**src/rtl/key_event_decoder.sv**
```systemverilog
// Matrix-keyboard event decoder: debounces scan frames, emits press/release events into a FIFO.
// Define KEY_EVENT_DECODER_REPEAT_EN to enable single-key auto-repeat and the overflow flag.
module key_event_decoder #(
  parameter int KEYS         = 20,
  parameter int DEBOUNCE     = 2,
  parameter int FIFO_DEPTH   = 4,
  parameter int REPEAT_DELAY = 50,
  parameter int REPEAT_RATE  = 10,
  localparam int CW          = (KEYS > 1) ? $clog2(KEYS) : 1
) (
  input  logic            clk,
  input  logic            rst,
  input  logic [KEYS-1:0] scan_result,
  input  logic            scan_valid,
  output logic            key_valid,
  output logic [CW-1:0]   key_code,
  output logic            key_press,
  input  logic            key_ready,
  output logic [KEYS-1:0] key_state,
  output logic            overflow
);

  typedef enum logic {IDLE, SCAN} state_t;

  localparam int            AW       = $clog2(FIFO_DEPTH);
  localparam logic [2:0]    DB_MAX   = 3'(DEBOUNCE - 1);
  localparam logic [CW-1:0] LAST_IDX = CW'(KEYS - 1);

  state_t          state, state_next;
  logic [KEYS-1:0] last_sample, stable_frame, target;
  logic [2:0]      match_cnt;
  logic            frame_match, frame_accept;
  logic [CW-1:0]   idx;

  logic [CW:0]     fifo_mem [FIFO_DEPTH];
  logic [AW-1:0]   wr_ptr, rd_ptr;
  logic [AW:0]     count;
  logic            fifo_full, push_en, pop_en;
  logic [CW:0]     push_data, head;

  logic            scan_push_req, scan_push, scan_advance;
  logic            rpt_push;
  logic [CW-1:0]   rpt_code;

  assign frame_match  = (scan_result == last_sample);
  assign frame_accept = scan_valid &&
                        ((DEBOUNCE == 1) ||
                         (frame_match && (({1'b0, match_cnt} + 4'd1) >= {1'b0, DB_MAX})));

  always_ff @(posedge clk) begin
    if (rst) begin
      last_sample  <= '0;
      match_cnt    <= '0;
      stable_frame <= '0;
    end else if (scan_valid) begin
      last_sample <= scan_result;
      if (!frame_match)
        match_cnt <= '0;
      else if (match_cnt < DB_MAX)
        match_cnt <= match_cnt + 3'd1;
      if (frame_accept)
        stable_frame <= scan_result;
    end
  end

  always_ff @(posedge clk) begin
    if (rst)
      state <= IDLE;
    else
      state <= state_next;
  end

  always_comb begin
    state_next = state;
    case (state)
      IDLE:    if (stable_frame != key_state) state_next = SCAN;
      SCAN:    if (scan_advance && (idx == LAST_IDX)) state_next = IDLE;
      default: state_next = IDLE;
    endcase
  end

  // A changed key that finds the FIFO full holds idx, so nothing is ever dropped.
  always_comb begin
    scan_push_req = 1'b0;
    scan_push     = 1'b0;
    scan_advance  = 1'b0;
    if (state == SCAN) begin
      scan_push_req = (target[idx] != key_state[idx]);
      scan_push     = scan_push_req && !fifo_full;
      scan_advance  = !scan_push_req || !fifo_full;
    end
  end

  always_ff @(posedge clk) begin
    if (rst) begin
      target    <= '0;
      idx       <= '0;
      key_state <= '0;
    end else if ((state == IDLE) && (state_next == SCAN)) begin
      target <= stable_frame;
      idx    <= '0;
    end else if (scan_advance) begin
      if (scan_push)
        key_state[idx] <= target[idx];
      if (idx != LAST_IDX)
        idx <= idx + CW'(1);
    end
  end

`ifdef KEY_EVENT_DECODER_REPEAT_EN
  localparam int RW = $clog2(((REPEAT_DELAY > REPEAT_RATE) ? REPEAT_DELAY : REPEAT_RATE) + 1);

  logic [RW-1:0] rpt_cnt, rpt_target;
  logic          rpt_armed, single_key, rpt_fire;

  assign single_key = (key_state != '0) && ((key_state & (key_state - KEYS'(1))) == '0);
  assign rpt_target = rpt_armed ? RW'(REPEAT_RATE) : RW'(REPEAT_DELAY);
  assign rpt_fire   = frame_accept && (state == IDLE) && single_key &&
                      ((rpt_cnt + RW'(1)) == rpt_target);
  assign rpt_push   = rpt_fire && !fifo_full;

  always_comb begin
    rpt_code = '0;
    for (int i = 0; i < KEYS; i++)
      if (key_state[i]) rpt_code = CW'(i);
  end

  always_ff @(posedge clk) begin
    if (rst || (state != IDLE) || !single_key) begin
      rpt_cnt   <= '0;
      rpt_armed <= 1'b0;
    end else if (frame_accept) begin
      if (rpt_fire) begin
        rpt_cnt   <= '0;
        rpt_armed <= 1'b1;
      end else begin
        rpt_cnt <= rpt_cnt + RW'(1);
      end
    end
  end

  always_ff @(posedge clk) begin
    if (rst)
      overflow <= 1'b0;
    else if (rpt_fire && fifo_full)
      overflow <= 1'b1;
  end
`else
  localparam int unused_repeat_cfg = REPEAT_DELAY + REPEAT_RATE;

  assign rpt_push = 1'b0;
  assign rpt_code = '0;
  assign overflow = 1'b0;
`endif

  // Scan and repeat pushes never collide: repeats only fire in IDLE.
  assign push_en   = scan_push || rpt_push;
  assign push_data = scan_push ? {target[idx], idx} : {1'b1, rpt_code};
  assign fifo_full = (count == (AW+1)'(FIFO_DEPTH));
  assign key_valid = (count != '0);
  assign pop_en    = key_valid && key_ready;
  assign head      = fifo_mem[rd_ptr];
  assign key_code  = key_valid ? head[CW-1:0] : '0;
  assign key_press = key_valid && head[CW];

  always_ff @(posedge clk) begin
    if (push_en)
      fifo_mem[wr_ptr] <= push_data;
  end

  always_ff @(posedge clk) begin
    if (rst) begin
      wr_ptr <= '0;
      rd_ptr <= '0;
      count  <= '0;
    end else begin
      if (push_en) wr_ptr <= wr_ptr + AW'(1);
      if (pop_en)  rd_ptr <= rd_ptr + AW'(1);
      case ({push_en, pop_en})
        2'b10:   count <= count + (AW+1)'(1);
        2'b01:   count <= count - (AW+1)'(1);
        default: count <= count;
      endcase
    end
  end

endmodule

```
**config.mk**
```make
export PLATFORM = sky130hd
export DESIGN_NAME = key_event_decoder
export DESIGN_NICKNAME = d
export VERILOG_FILES = /design/src/rtl/key_event_decoder.sv
export SDC_FILE = /design/constraint.sdc
export NUM_CORES = 1
export LEC_CHECK = 0
export CORE_UTILIZATION = 55
export DETAILED_ROUTE_END_ITERATION = 12
export PLACE_DENSITY_LB_ADDON = 0.05
export SLEW_MARGIN = 25
export SYNTH_ARGS = -nofsm -noshare
export SYNTH_HDL_FRONTEND = slang
export SYNTH_SLANG_ARGS = --single-unit
```
**constraint.sdc**
```tcl
create_clock -name clk -period 5.98 [get_ports clk]
set_input_delay 1.196 -clock clk [delete_from_list [all_inputs] [get_ports clk]]
set_output_delay 1.196 -clock clk [all_outputs]
set_load 0.05 [all_outputs]
```
======== Word-level counts from Yosys, hierarchy flattened ========
Memories as Yosys holds them, arrays and structs flattened. A register that Yosys moved wholly into a read port is not among the register bits.
Cells that the tools add are included.
storage, ports and cells
  register bits ........................... 96
  bits in latches ......................... 0
  bits in writable memories ............... 24
  ROM bits ................................ 0
  output and inout port bits .............. 28
  word-level logic and storage cells ...... 72
  memories ................................ 1
memories
  name      words  bits a word  read ports  clocked after memory_dff  write ports  line  source
  fifo_mem  4      6            1           1                         1            35    logic [CW:0] fifo_mem [FIFO_DEPTH];
cells by class
  $add $sub $neg .......................... 7
  $mul .................................... 0
  div/mod/pow operators ................... 0
  magnitude comparators ................... 4
  equality and inequality tests ........... 9
  shift-type cells ........................ 0
  muxes and demuxes ....................... 21
  bitwise gates (word level) .............. 2
  reduce and logical (&&, ||, !) cells .... 18
operators with widths
  operator                                                                count
  20-bit bitwise mux                                                      1
  20-bit == test                                                          1
  20-bit inequality test                                                  1
  1-bit binary-select mux with 5-bit select                               2
  1-bit two-way mux                                                       9
  1-bit logical AND                                                       8
  3-bit by 1-bit adder with 3-bit output (second input constant)          2
  5-bit by 6-bit < comparator with 1-bit output (second input constant)   1
  3-bit two-way mux                                                       2
  6-bit two-way mux                                                       1
  3-bit case mux with 2 select lines                                      1
  2-bit AND reduction                                                     3
  5-bit by 1-bit adder with 5-bit output (second input constant)          1
  1-bit demux with 5-bit select                                           1
  5-bit == test (second input constant)                                   1
  5-bit by 1-bit >= comparator with 1-bit output (second input constant)  1
  5-bit two-way mux                                                       1
  5-bit inequality test (second input constant)                           1
  2-bit by 1-bit adder with 2-bit output (second input constant)          2
  3-bit by 1-bit adder with 4-bit output (second input constant)          1
  4-bit by 1-bit >= comparator with 1-bit output (second input constant)  1
  2-bit two-way mux                                                       2
  3-bit == test (second input constant)                                   1
  3-bit by 1-bit < comparator with 1-bit output (second input constant)   1
  other kinds (13)                                                        15

======== Longest topological paths before layout ========
Gate-level depths: netlist of run 1.
  depth after elaboration ................. 12
  depth in mapped cells ................... 16
  mapped depth without buffers ............ 12

======== Least setup slack after synthesis of run 1 ========
No wires, ideal clock.
  path kind ............................... flip-flop to flip-flop
  start point ............................. reg idx[0]
  end point ............................... reg count[2]
  library setup time ...................... 0.070 ns
  data arrival time ....................... 3.130 ns
  required time ........................... 5.910 ns
  slack ................................... 2.780 ns
  stages on the path, launching flop included .. 16
  period minus slack after synthesis ...... 3.200 ns
  cells stage by stage .................... dfxtp_1 -> buf_6 -> mux4_2 -> a22oi_1 -> nor2_1 -> o211ai_2 -> a21oi_2 -> buf_4 -> buf_6 -> inv_2 -> ha_1 -> inv_1 -> fa_1 -> xor2_1 -> or3_1 -> a21oi_1
on the way
  longest elaborated chain between the ends .. 7
  elaborated cells between the ends (all ways) .. 11
  classes of those cells .................. eq/ne: 3; mux: 6; reduce/logical: 2
RTL lines
  item                                                                              line  source
  start: declaration                                                                33    logic [CW-1:0] idx;
  start signal: assignment                                                          106   idx <= idx + CW'(1);
  1-bit binary-select mux with 5-bit select                                         88    scan_push_req = (target[idx] != key_state[idx]);
  1-bit two-way mux (not written as such)                                           88
  1-bit inequality test *                                                           88
  1-bit logical AND *                                                               89    scan_push = scan_push_req && !fifo_full;
  1-bit two-way mux *                                                               87    if (state == SCAN) begin
  2-bit by 1-bit == test with 1-bit output / 2-bit == test (equally long branches)  179   case ({push_en, pop_en})
  3-bit case mux with 2 select lines / 2-bit nonzero test (equally long branches)   n/a
  end signal: assignment                                                            180   2'b10: count <= count + (AW+1)'(1);
  end signal: assignment                                                            181   2'b01: count <= count - (AW+1)'(1);
  end signal: assignment                                                            182   default: count <= count;
  end: declaration                                                                  37    logic [AW:0] count;
Mark *: on every way between the ends. The rest lies on a longest branch, timed or not. The select of a mux whose other input is x is not followed.
A chain may end at the register's enable or synchronous reset.

==> results of run 1 <==
==> how the worst max path moves through the flow <==
| stage | endpoint | slack [ns] |
|---|---|---|
| final | key_code[1] | 2.26 |
| after detailed placement | count[2] | 2.50 |
| after global placement | count[2] | 2.61 |
| after global routing | key_code[1] | 2.15 |
| after floorplan | count[2] | 2.78 |
| after CTS | key_code[1] | 2.20 |
==> kinds of logic after synthesis <==
group / count (synthesis) / share of synthesized area [%]
AND/OR/NAND/NOR: 139 / 11.8
flip-flops: 122 / 47.8
multiplexers: 82 / 17.4
AO/OA/AOI/OAI: 72 / 9.11
buffers and inverters: 51 / 4.08
XOR/XNOR: 45 / 7.02
adder cells (fa/ha/maj): 12 / 2.81
other: 1 / 0.0668
==> state kept, by name, summed over array words and instances (netlist names), 2 cells and up, named ones only <==
signal,count
stable_frame,20
match_cnt,3
count,3
wr_ptr,2
rd_ptr,2
last_sample,20
target,20
idx,5
key_state,20
fifo_mem,24
==> final cells by class <==
cell class              count  share of cell area [%]
clock buffers              25                    7.83
clock inverters             6                   0.855
inverters                  12                   0.669
multi-input cells         351                    40.3
flip-flops and latches    122                    39.9
well taps                 133                    2.47
repair buffers             56                    8.03
==> cell usage in the layout, fill, tap and decap left out, drive strengths merged, types with 9 or more instances in the layout <==
| master | netlist | final |
|---|---|---|
| a31oi | 20 | 20 |
| inv | 12 | 12 |
| edfxtp | 24 | 24 |
| clkdlybuf4s50 | 0 | 49 |
| clkbuf | 21 | 25 |
| xor2 | 19 | 19 |
| xnor2 | 26 | 26 |
| dfxtp | 98 | 98 |
| o21ai | 9 | 9 |
| nor2 | 80 | 80 |
| nand2 | 9 | 9 |
| a311oi | 19 | 19 |
| mux4 | 12 | 12 |
| mux2i | 66 | 66 |
| ha | 11 | 11 |
| and2 | 14 | 14 |
==> layer usage <==
metal | global-route usage [%] | part of all wire, %
met1 | 32.3 | 45
met2 | 40.0 | 49
met3 | 6.31 | 4.1
met4 | 10.4 | 1.1
met5 | 0 | 0
==> tightest hold or removal path, delay by kind of cell, from the launching register on <==
family / cells / cell delay, ns
simple gates: 1 / 0.07
flops: 1 / 0.32
mux: 1 / 0.06
==> power breakdown <==
part / switching [mW] / total [mW] / leakage (nW) / internal (mW)
combinational: 0.0338 / 0.0658 / 1.04 / 0.0320
sequential: 0.00546 / 0.850 / 1.02 / 0.844
clock: 0.340 / 0.979 / 0.290 / 0.639
==> reports/qor.yml, run 1 <==
place:
  dpl.hpwl_um: 8400
  dp_cells: 674
  routabilityCongestion: 0.831
  io_buffers: 50
  dp_slack_ns: 2.50
  place_area_sq_mm: 0.00615
timing:
  rsz0062_at_grt: "no"
  finalHoldViolCount: 0
  worstMarginPinSlew_ns: 0.912
  maxSlewViolCount: 0
  slew-limit-headroom_pct: 39.1
  setup_violations: 0
  post-route-min-period_ns: 3.72
  final.period_utilization_pct: 62.2
  clock-skew-final_ns: 0.0128
  setup_slack_ns: 2.26
  max_freq_ghz: 0.269
  worst_hold_slack_ns: 0.490
  fin_tns_setup_ns: 0
synthesis:
  synth-warning-count: 0
  synth_seq_cells: 122
  syn_nets: 560
  synth_edf_count: 24
  synth_area_leaders: "dfxtp_1, edfxtp_1, mux2i_1"
  ys.flop_type: "dfxtp_1"
  synth.most_common_cell: "dfxtp_1"
  async_flop_share_pct: 0
  ys_seq_area_share_pct: 47.8
  syn_area_per_cell_sq_um: 10.7
  syn-instance-count: 524
  yosys-top-cells-count: "dfxtp_1, nor2_1, mux2i_1"
  synth.distinct_cells: 49
  yosysTopAreaCellShare_pct: 34.9
  yosysTopAreaCell: "dfxtp_1"
  syn-cell-area_sq_mm: 0.00562
setup_path:
  end_kind: "output pin"
  path_cells: "mux4_2 -> and2_1 -> clkdlybuf4s50_1"
  cp-start-kind: "flop"
  ff2ff_setup_slack_ns: 2.49
  cp.required_ns: 4.78
  crit_fanout: 6
  worstSetupPathDepth: 3
  crit_family: "buffers and inverters"
  arrival_ns: 2.52
  cp_slowest_cell: "clkdlybuf4s50_1"
  r2r_start: "idx[1]"
  critPathKind: "flop to output pin"
  r2r_end: "count[2]"
  slowest_delay_ns: 0.70
  path_buf_inv: 1
  r2r_cells: 12
floorplan:
  rows: 36
  initial_core_util_pct: 57.2
  core_sq_mm: 0.00982
  die_y_um: 103
  die_area_sq_mm: 0.0106
  die_w_um: 103
  num_io_pins: 52
finish:
  nets: 596
  regArea_sq_mm: 0.00268
  final_cells: 705
  multi_input_area_sq_mm: 0.00271
  final_core_util_pct: 68.6
  antennaDiodeCount: 0
  finalInstanceArea_sq_mm: 0.00673
  fillers: 787
  syn_to_final_growth_pct: 19.9
  drive_gt1_share_pct: 9.79
clocking:
  h-tree-depth: 4
  post-cts-setup-buffers: 0
  cts_tree: "done"
  cts.sink_count: 122
  cts_hold_buf: 0
  cts.repair.resized: 0
  cts_inserted_buffers: 17
  cts_buffer_depth: 2
  clock-root-buffer: "clkbuf_8"
  clk_pin_slew_worst_paths_ns: 0.05
  clk_latency_ns: 0.52
flow_run:
  maxCapViolations: 0
status:
  status: "complete, no violations"
grt:
  grt_max_degree: 63
  grt_pass1_wl_um: 19500
  grt_usage_pct: 25.0
  grt_pass1_vias: 3822
  antenna_found_initial: 0
  grt-ovfl-total: 0
route:
  vias: 4004
  wl_per_cell_um: 17.1
  routed_wirelength_um: 12100
  drt_iter0_markers: 185
  drt_first_pass_iters: 4
  drt.antenna.violating_nets: 0
  remaining_drc_errors: 0
  viasPerCell: 5.68
worst_hold_path:
  whs_path_depth: 2
  hold_path_startpoint: "target[18]"
  hold_end: "target[18]"
  hp-class: "flop to flop"
pwr:
  max-vdd-ir-drop_mv: 0.206
  power_density_mw_per_mm2: 281
  p_leak_nw: 2.35
  finalPower_mw: 1.89
No activity file was read; power rests on OpenSTA's default activity.
==> inputs of run 2 (changes only) <==
Clock period 5.98 ns to 3.7 ns, I/O delays scaled along.
==> run 2 against run 1 <==
Compared with the run above:
- sequential share of layout area decreased by 0.067 points
- critical path depth grew 9
- first-iteration DRC count fell by 4.9%
- critical path type is now flop to flop
==> reports/qor.yml, run 2 (synthesis gave the netlist of run 1 again) <==
finish:
  largest_reg_flops: 24  # unchanged
  regArea_sq_mm: 0.00268  # unchanged
  syn_to_final_growth_pct: 20.1
  nets: 601  # +0.84%
  fillers: 793  # +0.76%
  drive_gt1_share_pct: 9.86  # +0.071 points
  multi_input_area_sq_mm: 0.00271  # unchanged
  antennaDiodeCount: 0  # unchanged
  final_common_cell: "dfxtp_1"
  final_cell_mix: "dfxtp_1, nor2_1, mux2i_1, clkdlybuf4s50_1, xnor2_1"
  top_register: "fifo_mem"
route:
  met2_length_um: 6000  # +0.82%
  viasPerCell: 5.70  # +0.42%
  wirelength_met1_um: 5440  # -0.91%
  vias: 4055  # +1.3%
  drt_iter0_markers: 176  # -4.9%
  drt_first_pass_iters: 4  # unchanged
  dr.max_layer_used: "met4"
  routed_wirelength_um: 12400  # +3.0%
  wl_per_cell_um: 17.5  # +2.1%
  routed-wl-met3_um: 802  # +61%
  remaining_drc_errors: 0  # unchanged
  drt.antenna.violating_nets: 0  # unchanged
clocking:
  cts_tree: "done"
  clk_latency_ns: 0.52  # about the same
  clk_pin_slew_worst_paths_ns: 0.05  # about the same
  cts_buffer_depth: 2  # unchanged
  post-cts-setup-buffers: 0  # unchanged
  cts_inserted_buffers: 17  # unchanged
  cts.sink_count: 122  # unchanged
  cts.repair.resized: 0  # unchanged
  h-tree-depth: 4  # unchanged
  clock-root-buffer: "clkbuf_8"
  cts_hold_buf: 0  # unchanged
timing:
  clock-skew-final_ns: 0.00886  # -0.00395 ns
  slew-limit-headroom_pct: 36.5  # -2.6 points
  final.period_utilization_pct: 89.8
  worst_hold_slack_ns: 0.499  # +0.00842 ns
  maxSlewViolCount: 0  # unchanged
  finalHoldViolCount: 0  # unchanged
  setup_violations: 0  # unchanged
  worstMarginPinSlew_ns: 0.950  # +0.0388 ns
  max_freq_ghz: 0.301
  fin_tns_setup_ns: 0  # unchanged
  post-route-min-period_ns: 3.32
  setup_slack_ns: 0.378  # -1.88 ns
  rsz0062_at_grt: "no"
status:
  status: "complete, no violations"
place:
  io_buffers: 50  # unchanged
  dpl.hpwl_um: 8620  # +2.7%
  dp_slack_ns: 0.405  # -2.10 ns
  routabilityCongestion: 0.898  # +8.1%
grt:
  grt_max_degree: 41  # -35%
  grt_pass1_wl_um: 19900  # +2.3%
  grt-ovfl-total: 0  # unchanged
  grt_usage_pct: 25.7  # +0.77 points
  grt_pass1_vias: 3804  # -0.47%
  antenna_found_initial: 0  # unchanged
floorplan:
  core_sq_mm: 0.00982  # unchanged
  die_w_um: 103  # unchanged
  rows: 36  # unchanged
  initial_core_util_pct: 57.2  # unchanged
  die_y_um: 103  # unchanged
  num_io_pins: 52  # unchanged
  die_area_sq_mm: 0.0106  # unchanged
worst_hold_path:
  hp-class: "flop to flop"
flow_run:
  maxCapViolations: 0  # unchanged
pwr:
  max-vdd-ir-drop_mv: 0.533  # +160%
  p_leak_nw: 2.36  # +0.29%
  power_density_mw_per_mm2: 452  # +61%
setup_path:
  end_kind: "flop"
  path_cells: "mux2_1 -> a221oi_1 -> o21ai_1 -> o211ai_2 -> a21oi_2 -> inv_2 -> ha_1 -> inv_1 -> fa_1 -> xor2_1 -> or3_1 -> a21oi_1"
  slowest_delay_ns: 0.71  # about the same
  cp-start-kind: "flop"
  crit_fanout: 13  # +7
  cp.required_ns: 4.14  # -0.64 ns
  cp_slowest_cell: "dfxtp_1"
  arrival_ns: 3.76  # +1.24 ns
  critPathKind: "flop to flop"
[run 2: final cells by class]
cell class                      count  share of cell area (%)
Multi-Input combinational cell    351                    40.2
Inverter                           12                   0.668
Timing Repair Buffer               61                    8.57
Tap cell                          133                    2.47
Clock inverter                     10                    1.86
Sequential cell                   122                    39.8
Clock buffer                       22                    6.42
[run 2: power breakdown]
part           switching, mW  internal [mW]
logic                 0.0534         0.0523
registers            0.00902           1.36
clock network          0.557           1.01
total                  0.619           2.43
[run 2: worst max-delay path, delay by kind of cell, from the launching register on]
kind | cells | cell delay, ns
AO/OA/AOI/OAI | 5 | 1.02
adder cells (fa/ha/maj) | 2 | 0.54
buffers and inverters | 2 | 0.13
flip-flops | 1 | 0.71
multiplexers | 1 | 0.38
AND/OR/NAND/NOR | 1 | 0.30
XOR/XNOR | 1 | 0.15
[run 2: final timing paths]
kind                                    to  slack [ns]  depth (start not counted)        from
worst max-delay path              count[2]        0.38                         12      idx[1]
worst min register to register  target[19]        0.50                          2  target[19]
worst max register to register    count[2]        0.38                         12      idx[1]
worst min-delay path            target[19]        0.50                          2  target[19]
[run 2: per-stage QoR]
stage / instances / cell area [sq um] / util (%) / power (mW)
2_1_floorplan: 524 / 5620 / - / 1.46
3_3_place_gp: 679 / 6180 / 63.0 / 1.50
3_5_place_dp: 679 / 6180 / 63.0 / 1.51
4_1_cts: 711 / 6740 / 68.7 / 3.08
5_1_grt: 711 / 6740 / 68.7 / 3.15
6_report: 711 / 6740 / 68.7 / 3.05
[run 2: per-layer routing]
metal / global-route usage [%] / up-vias
met5: 0 / -
met4: 10.3 / 0
met3: 7.46 / 19
met2: 40.3 / 112
met1: 33.6 / 1960
li1: - / 1964
==> inputs of run 3 (changes only) <==
Settings changed: SLEW_MARGIN 25 to 0.
==> results of run 3 <==
The final DEF is identical to that of run 2; final timing and power are the same.
